### config.mk
export PLATFORM = sky130hd
export DESIGN_NAME = alu_sequencer
export DESIGN_NICKNAME = d
export VERILOG_FILES = /design/src/rtl/alu_seq_pkg.sv /design/src/rtl/alu_sequencer_op_decode.sv /design/src/rtl/alu_sequencer.sv
export SDC_FILE = /design/constraint.sdc
export NUM_CORES = 1
export LEC_CHECK = 0
export CORE_MARGIN = 8
export CORE_UTILIZATION = 42
export CTS_BUF_LIST = sky130_fd_sc_hd__clkbuf_16
export DETAILED_ROUTE_END_ITERATION = 8
export PLACE_DENSITY = 0.8
export SYNTH_ARGS = -nofsm -noshare
export SYNTH_HDL_FRONTEND = slang
export SYNTH_SLANG_ARGS = --single-unit
### constraint.sdc
create_clock -name clk -period 1.83 [get_ports clk]
set_input_delay 0.183 -clock clk [delete_from_list [all_inputs] [get_ports clk]]
set_output_delay 0.183 -clock clk [all_outputs]
set_load 0.1 [all_outputs]
### src/rtl/alu_seq_pkg.sv
// Shared constants and types for the operate-instruction sequencer.
// Opcodes, ALU select codes and the controller state encoding live here.
`timescale 1ns/1ps
package alu_seq_pkg;

    localparam logic [3:0] OP_ADD = 4'b0001;
    localparam logic [3:0] OP_AND = 4'b0101;
    localparam logic [3:0] OP_NOT = 4'b1001;

    typedef enum logic [1:0] {
        ALU_ADD  = 2'b00,
        ALU_AND  = 2'b01,
        ALU_NOT  = 2'b10,
        ALU_PASS = 2'b11
    } alu_sel_t;

    typedef enum logic [1:0] {
        S_IDLE   = 2'b00,
        S_DECODE = 2'b01,
        S_EXEC   = 2'b10,
        S_WB     = 2'b11
    } state_t;

endpackage

### src/rtl/alu_sequencer_op_decode.sv
// Combinational opcode decoder: ALU select, legality, immediate mode and
// the sign-extended imm5 field of an operate instruction.
`timescale 1ns/1ps
module op_decode
    import alu_seq_pkg::*;
#(
    parameter int WIDTH = 16
) (
    input  logic [WIDTH-1:0] instr,
    output logic [1:0]       alu_select,
    output logic             legal,
    output logic             use_imm,
    output logic [WIDTH-1:0] imm_sext
);

    // Register fields are consumed by the sequencer, not by this decoder.
    logic w_unused_fields;
    assign w_unused_fields = ^instr[11:6];

    assign imm_sext = {{(WIDTH-5){instr[4]}}, instr[4:0]};

    always_comb begin
        alu_select = ALU_PASS;
        legal      = 1'b0;
        use_imm    = 1'b0;
        case (instr[15:12])
            OP_ADD: begin
                alu_select = ALU_ADD;
                legal      = 1'b1;
                use_imm    = instr[5];
            end
            OP_AND: begin
                alu_select = ALU_AND;
                legal      = 1'b1;
                use_imm    = instr[5];
            end
            OP_NOT: begin
                // NOT ignores ir[5:0]; operand B is don't-care to the ALU.
                alu_select = ALU_NOT;
                legal      = 1'b1;
                use_imm    = 1'b0;
            end
            default: begin
                alu_select = ALU_PASS;
                legal      = 1'b0;
                use_imm    = 1'b0;
            end
        endcase
    end

endmodule

### src/rtl/alu_sequencer.sv
// Four-state controller running one ADD/AND/NOT at a time through the
// external ALU and register file, with writeback and NZP condition codes.
`timescale 1ns/1ps
module alu_sequencer
    import alu_seq_pkg::*;
#(
    parameter int WIDTH = 16,
    parameter int RA_W  = 3
) (
    input  logic             clk,
    input  logic             reset,
    input  logic             start,
    input  logic [WIDTH-1:0] instr,
    output logic             ready,
    output logic             done,
    output logic             err,
    output logic [RA_W-1:0]  rf_raddr1,
    output logic [RA_W-1:0]  rf_raddr2,
    input  logic [WIDTH-1:0] rf_rdata1,
    input  logic [WIDTH-1:0] rf_rdata2,
    output logic             rf_we,
    output logic [RA_W-1:0]  rf_waddr,
    output logic [WIDTH-1:0] rf_wdata,
    output logic [WIDTH-1:0] alu_d0,
    output logic [WIDTH-1:0] alu_d1,
    output logic [1:0]       alu_select,
    input  logic [WIDTH-1:0] alu_dout,
    output logic             cc_n,
    output logic             cc_z,
    output logic             cc_p,
    output logic [1:0]       dbg_state
);

    // Handshake: an instruction is taken on a clock edge where start=1 and
    // ready=1; ready stays low until the cycle after writeback (or error).

    state_t           r_state;
    logic [WIDTH-1:0] r_ir;
    logic [WIDTH-1:0] r_op_a;
    logic [WIDTH-1:0] r_op_b;
    logic [WIDTH-1:0] r_result;
    logic [1:0]       r_alu_sel;
    logic             r_ready;
    logic             r_done;
    logic             r_err;
    logic             r_rf_we;
    logic             r_cc_n;
    logic             r_cc_z;
    logic             r_cc_p;

    logic [1:0]       w_alu_sel;
    logic             w_legal;
    logic             w_use_imm;
    logic [WIDTH-1:0] w_imm;

    op_decode #(.WIDTH(WIDTH)) u_op_decode (
        .instr      (r_ir),
        .alu_select (w_alu_sel),
        .legal      (w_legal),
        .use_imm    (w_use_imm),
        .imm_sext   (w_imm)
    );

    always_ff @(posedge clk) begin
        if (reset) begin
            r_state   <= S_IDLE;
            r_ir      <= '0;
            r_op_a    <= '0;
            r_op_b    <= '0;
            r_result  <= '0;
            r_alu_sel <= ALU_PASS;
            r_ready   <= 1'b1;
            r_done    <= 1'b0;
            r_err     <= 1'b0;
            r_rf_we   <= 1'b0;
            r_cc_n    <= 1'b0;
            r_cc_z    <= 1'b1;
            r_cc_p    <= 1'b0;
        end else begin
            r_done  <= 1'b0;
            r_err   <= 1'b0;
            r_rf_we <= 1'b0;
            case (r_state)
                S_IDLE: begin
                    if (start) begin
                        r_ir    <= instr;
                        r_ready <= 1'b0;
                        r_state <= S_DECODE;
                    end
                end
                S_DECODE: begin
                    if (w_legal) begin
                        // Operands are captured here, so DR may alias SR1/SR2.
                        r_op_a    <= rf_rdata1;
                        r_op_b    <= w_use_imm ? w_imm : rf_rdata2;
                        r_alu_sel <= w_alu_sel;
                        r_state   <= S_EXEC;
                    end else begin
                        r_err   <= 1'b1;
                        r_ready <= 1'b1;
                        r_state <= S_IDLE;
                    end
                end
                S_EXEC: begin
                    r_result <= alu_dout;
                    r_rf_we  <= 1'b1;
                    r_done   <= 1'b1;
                    r_state  <= S_WB;
                end
                S_WB: begin
                    r_cc_n  <= r_result[WIDTH-1];
                    r_cc_z  <= (r_result == '0);
                    r_cc_p  <= !r_result[WIDTH-1] && (r_result != '0);
                    r_ready <= 1'b1;
                    r_state <= S_IDLE;
                end
                default: begin
                    r_ready <= 1'b1;
                    r_state <= S_IDLE;
                end
            endcase
        end
    end

    assign ready      = r_ready;
    assign done       = r_done;
    assign err        = r_err;
    assign rf_raddr1  = r_ir[8:6];
    assign rf_raddr2  = r_ir[2:0];
    assign rf_we      = r_rf_we;
    assign rf_waddr   = r_ir[11:9];
    assign rf_wdata   = r_result;
    assign alu_d0     = r_op_a;
    assign alu_d1     = r_op_b;
    assign alu_select = r_alu_sel;
    assign cc_n       = r_cc_n;
    assign cc_z       = r_cc_z;
    assign cc_p       = r_cc_p;
    assign dbg_state  = r_state;

endmodule

==> Word-level counts from Yosys, hierarchy flattened <==
Index checks and enable logic that the tools add are counted.
{ "word_totals": {"ff_bits": 74, "inputBits": 67, "output_inout_bits": 68} }
{ "op_classes": {"eq_ne": 8, "mux": 12, "bitwise": 1, "n_reduce_logical": 12} }
{ "op_table": {"columns": ["cell", "n"], "rows": [
  ["$logic_not A16 Y1", 1],
  ["$mux W16", 1],
  ["$reduce_bool A16 Y1", 1],
  ["$pmux W2 S4", 1],
  ["$mux W1", 6],
  ["$pmux W2 S3", 1],
  ["$eq A2 B2 Y1 const B", 2],
  ["$eq A4 B1 Y1 const B", 1],
  ["$eq A4 B3 Y1 const B", 1],
  ["$eq A4 B4 Y1 const B", 1],
  ["$mux W2", 2],
  ["$ne A2 B2 Y1 const B", 2],
  ["$reduce_and A2 Y1", 2],
  ["$reduce_or A2 Y1", 2],
  ["$pmux W1 S3", 1],
  ["$reduce_and A3 Y1", 1],
  ["$reduce_bool A3 Y1", 1],
  ["$reduce_or A3 Y1", 1],
  ["$eq A2 B1 Y1 const B", 1],
  ["$logic_not A2 Y1", 1],
  ["$logic_and A1 B1 Y1", 1],
  ["$logic_not A1 Y1", 1],
  ["$not A1 Y1", 1]
]} }

==> Longest topological paths before layout <==
{ "depth": {"word_depth": 5, "mapped_depth": 6} }

==> Cells and area by module <==
A second synthesis with hierarchy kept.
{ "hier_totals": {"cells_unflattened": 359, "hier_area_um2": 3037.9} }
{ "by_module_without_submodules": {"columns": ["module", "instances", "cells_per_inst", "area_each_um2", "seq_area_each_um2"], "rows": [
  ["alu_sequencer", 1, 337, 2884.0, 1481.4],
  ["op_decode", 1, 22, 153.9, 0.0]
]} }

==> Worst setup path after synthesis <==
No wires, ideal clock.
{ "synth_timing": {"kind": "reg2reg", "start": "register r_state[0] (netlist: dbg_state[0])", "end": "register r_ready (netlist: ready)", "setup_time_ns": 0.122, "arrival_time_ns": 1.910, "slack_ns": -0.202, "path_stages_with_launch": 6, "path_buffers": 2, "synth_period_minus_slack_ns": 2.032, "path_cell_list": "dfxtp_1 -> buf_6 -> and4bb_1 -> buf_6 -> nand2_2 -> a221o_1"} }
{ "synth_via": {"elab_chain_len": 3} }
{ "synth_lines": {"columns": ["element", "line", "source"], "rows": [
  ["start, declared", "alu_sequencer.sv:37", "state_t r_state;"],
  ["start signal, assigned", "alu_sequencer.sv:66", "r_state <= S_IDLE;"],
  ["start signal, assigned", "alu_sequencer.sv:88", "r_state <= S_DECODE;"],
  ["start signal, assigned", "alu_sequencer.sv:97", "r_state <= S_EXEC;"],
  ["$eq A2 B1 Y1 (tied with other cells)", "alu_sequencer.sv:83", "case (r_state)"],
  ["$ne A2 B2 Y1 (no source line) or $reduce_bool A3 Y1 (tied branches)", null, null],
  ["$reduce_and A3 Y1 (no source line)", null, null],
  ["end signal, assigned", "alu_sequencer.sv:87", "r_ready <= 1'b0;"],
  ["end signal, assigned", "alu_sequencer.sv:100", "r_ready <= 1'b1;"],
  ["end signal, assigned", "alu_sequencer.sv:114", "r_ready <= 1'b1;"],
  ["end, declared", "alu_sequencer.sv:43", "logic r_ready;"]
]} }
Parallel ways exist; a longest one is shown, timed or not.
A chain may end at the register's enable or synchronous reset.

==> reports/metrics.cfg <==
[layout]
fin_nets = 533
drive_gt1_frac = 0.246
nFillCells = 646
diodes = 0
register_area_um2 = 1480
syn2layout_area_growth_pct = 47.9
multi_input_area_um2 = 1280

[worst_setup_path]
critPathMaxStageDelay_ns = 0.49
arrival_ns = 1.71
required_ns = 2.04
crit_chain = nand4bb_1, buf_4, o21ai_0, a221o_1
crit_buf_inv = 1
critPathMaxFanout = 19
crit_type = reg2reg
worst_setup_path_start_kind = register
cp_slowest_cell = dfxtp_2
endpoint_kind = register
cp_top_family = flip-flops

[global_route]
grt_max_degree = 29
antenna_found_initial = 0
busiest_layer = met2
grt_pass1_vias = 2826
track_usage = 0.166
gr-total-overflow = 0
met3_usage = 0.0704
use_met2 = 0.264
use_met1 = 0.193
grt_pass1_wl_um = 13700

[cts]
clock-sinks = 74
clk_pin_slew_ns = 0.06
post_cts_buffers = 0
h-tree-depth = 3
numCtsBuffers = 9
hold_buffers = 0
post_cts_resize_count = 0
clkLatencyLatePin_ns = 0.32
clk_path_buf_depth = 2
cts_tree = built
root_buffer = clkbuf_16

[die]
rows = 31
die_y_um = 101
pin_count = 135
start_util = 0.425
coreArea_um2 = 7140
die_area_um2 = 10200
fp.dieW_um = 101

[sta]
fin_crit_ns = 1.50
fin_ws_ns = 0.330
drv_slew = 0
tightest_slew_ns = 0.525
rsz0062_at_grt = false
clock_skew_ns = 0.00653
relSlewSlack = 0.649
max_freq_ghz = 0.667
tns_ns = 0
finalCritPeriodShare = 0.820
setup-violations-final = 0
hold_violations = 0

[synth]
synth-compound-area-share = 0.239
yosys.area_share.xor_xnor = 0
synth_area_um2 = 3030
synth_top_area_frac = 0.489
synth_flop_cell = dfxtp_1
synthSimpleGateAreaFrac = 0.170
syn_avg_cell_area_um2 = 8.63
yosysWarningCount = 0
muxShareOfSynthArea = 0.0132
syn_nets = 418
synth_enable_flop_cells = 0
synth_commonest_cells = a21oi_1, dfxtp_1, nand2_1
synthAdderAreaFrac = 0
ys_ff_latch = 74
synth.most_common_cell = a21oi_1
synthArstFlopShare = 0
synth_top_family_by_area = compound AO/OA/AOI/OAI gates
synthTopCellsByArea = dfxtp_1, a21oi_1, nand2_1
yosys.area.top_type = dfxtp_1
yosysSeqAreaShare = 0.489
synth_cell_types = 37
synthCells = 351

[drt]
drt-pass1-iter-count = 4
drt_drc_violations_left = 0
final_antenna_net_count = 0
wl_per_cell_um = 15.1
via_per_inst = 5.04
drtIter0Drc = 137
num_vias = 2870
wl_um = 8600

[run_status]
status = finished, final reports clean

[pwr]
ir_drop_mv = 0.499
p_leak_nw = 1.76
p_per_area_nw_per_um2 = 904

[hold_path]
hold_class = in2reg
hp-start = reset

[placement]
io_buffers = 134
place_congestion = 0.747
post-place-ws_ns = 0.178
place_hpwl_um = 6220

[job]
drv_cap = 0

[report_power, final]
part	switching, W	internal (W)
sequential	0.0000361	0.00166
clock	0.000661	0.00105
combinational	0.000408	0.000235
[registers in the layout, indices dropped and copies added, names as in the netlist, 2 cells and up, named ones only]
register    flops
alu_d0         16
alu_d1         16
alu_select      2
r_ir           16
rf_wdata       16
[worst paths after layout]
kind | to | slack [ns] | cells after the start
setup / recovery | ready | 0.33 | 4
setup reg to reg | ready | 0.33 | 4
hold / removal | alu_d0[3] | 0.33 | 2
hold reg to reg | r_ir[4] | 0.46 | 2
[worst reg2reg max path, delay by kind of cell, from the launching register on]
| family | cells | cell delay (ns) |
|---|---|---|
| AO/OA/AOI/OAI | 2 | 0.42 |
| buffers and inverters | 1 | 0.24 |
| AND/OR/NAND/NOR | 1 | 0.24 |
| flip-flops | 1 | 0.49 |
[metrics by stage]
| stage | std cells | utilization | power, W | instance area [um2] | hold WS (ns) |
|---|---|---|---|---|---|
| final | 570 | 0.628 | 0.00405 | 4480 | 0.334 |
| after global routing | 570 | 0.628 | 0.00419 | 4480 | 0.356 |
| after CTS | 570 | 0.628 | 0.00408 | 4480 | 0.325 |
| after detailed placement | 554 | 0.586 | 0.00237 | 4190 | 0.453 |
| after global placement | 554 | 0.586 | 0.00237 | 4190 | 0.441 |
| after floorplan | 351 | - | 0.00215 | 3030 | 0.319 |
[cells by family after synthesis]
group                  after synthesis
AOI/OAI and AO/OA                  120
and+or+nand+nor                    110
DFF                                 74
buffers and inverters               43
muxes                                4
[metal layers]
layer  part of all wire  vias to the layer above
met5                  0                        -
met4             0.0095                        0
met3              0.097                        8
met2               0.48                       93
met1               0.42                     1336
li1                   -                     1433
[cell type report]
type                       count  share of cell area
tap                           99              0.0276
timing repair buffer         146               0.289
multi-input combinational    234               0.286
sequential                    74               0.331
clock buffer                   9              0.0503
inverter                       1            0.000838
clock inverter                 7              0.0156
[placed cells by master, fill, tap and decap left out, types with 2 or more instances in the layout]
master / instances
nand2_1: 69
clkinv_2: 2
dfxtp_1: 72
nor4_1: 4
nand2b_1: 2
nor2_1: 4
mux2i_1: 4
a21oi_2: 2
a211oi_2: 12
buf_4: 77
clkbuf_16: 9
nor2b_1: 2
buf_12: 3
a21oi_1: 79
a211oi_1: 4
o21bai_1: 2
o21ai_0: 17
clkinv_4: 3
dfxtp_2: 2
nand3_1: 17
clkdlybuf4s50_1: 65
No activity file was read; power rests on OpenSTA's default activity.
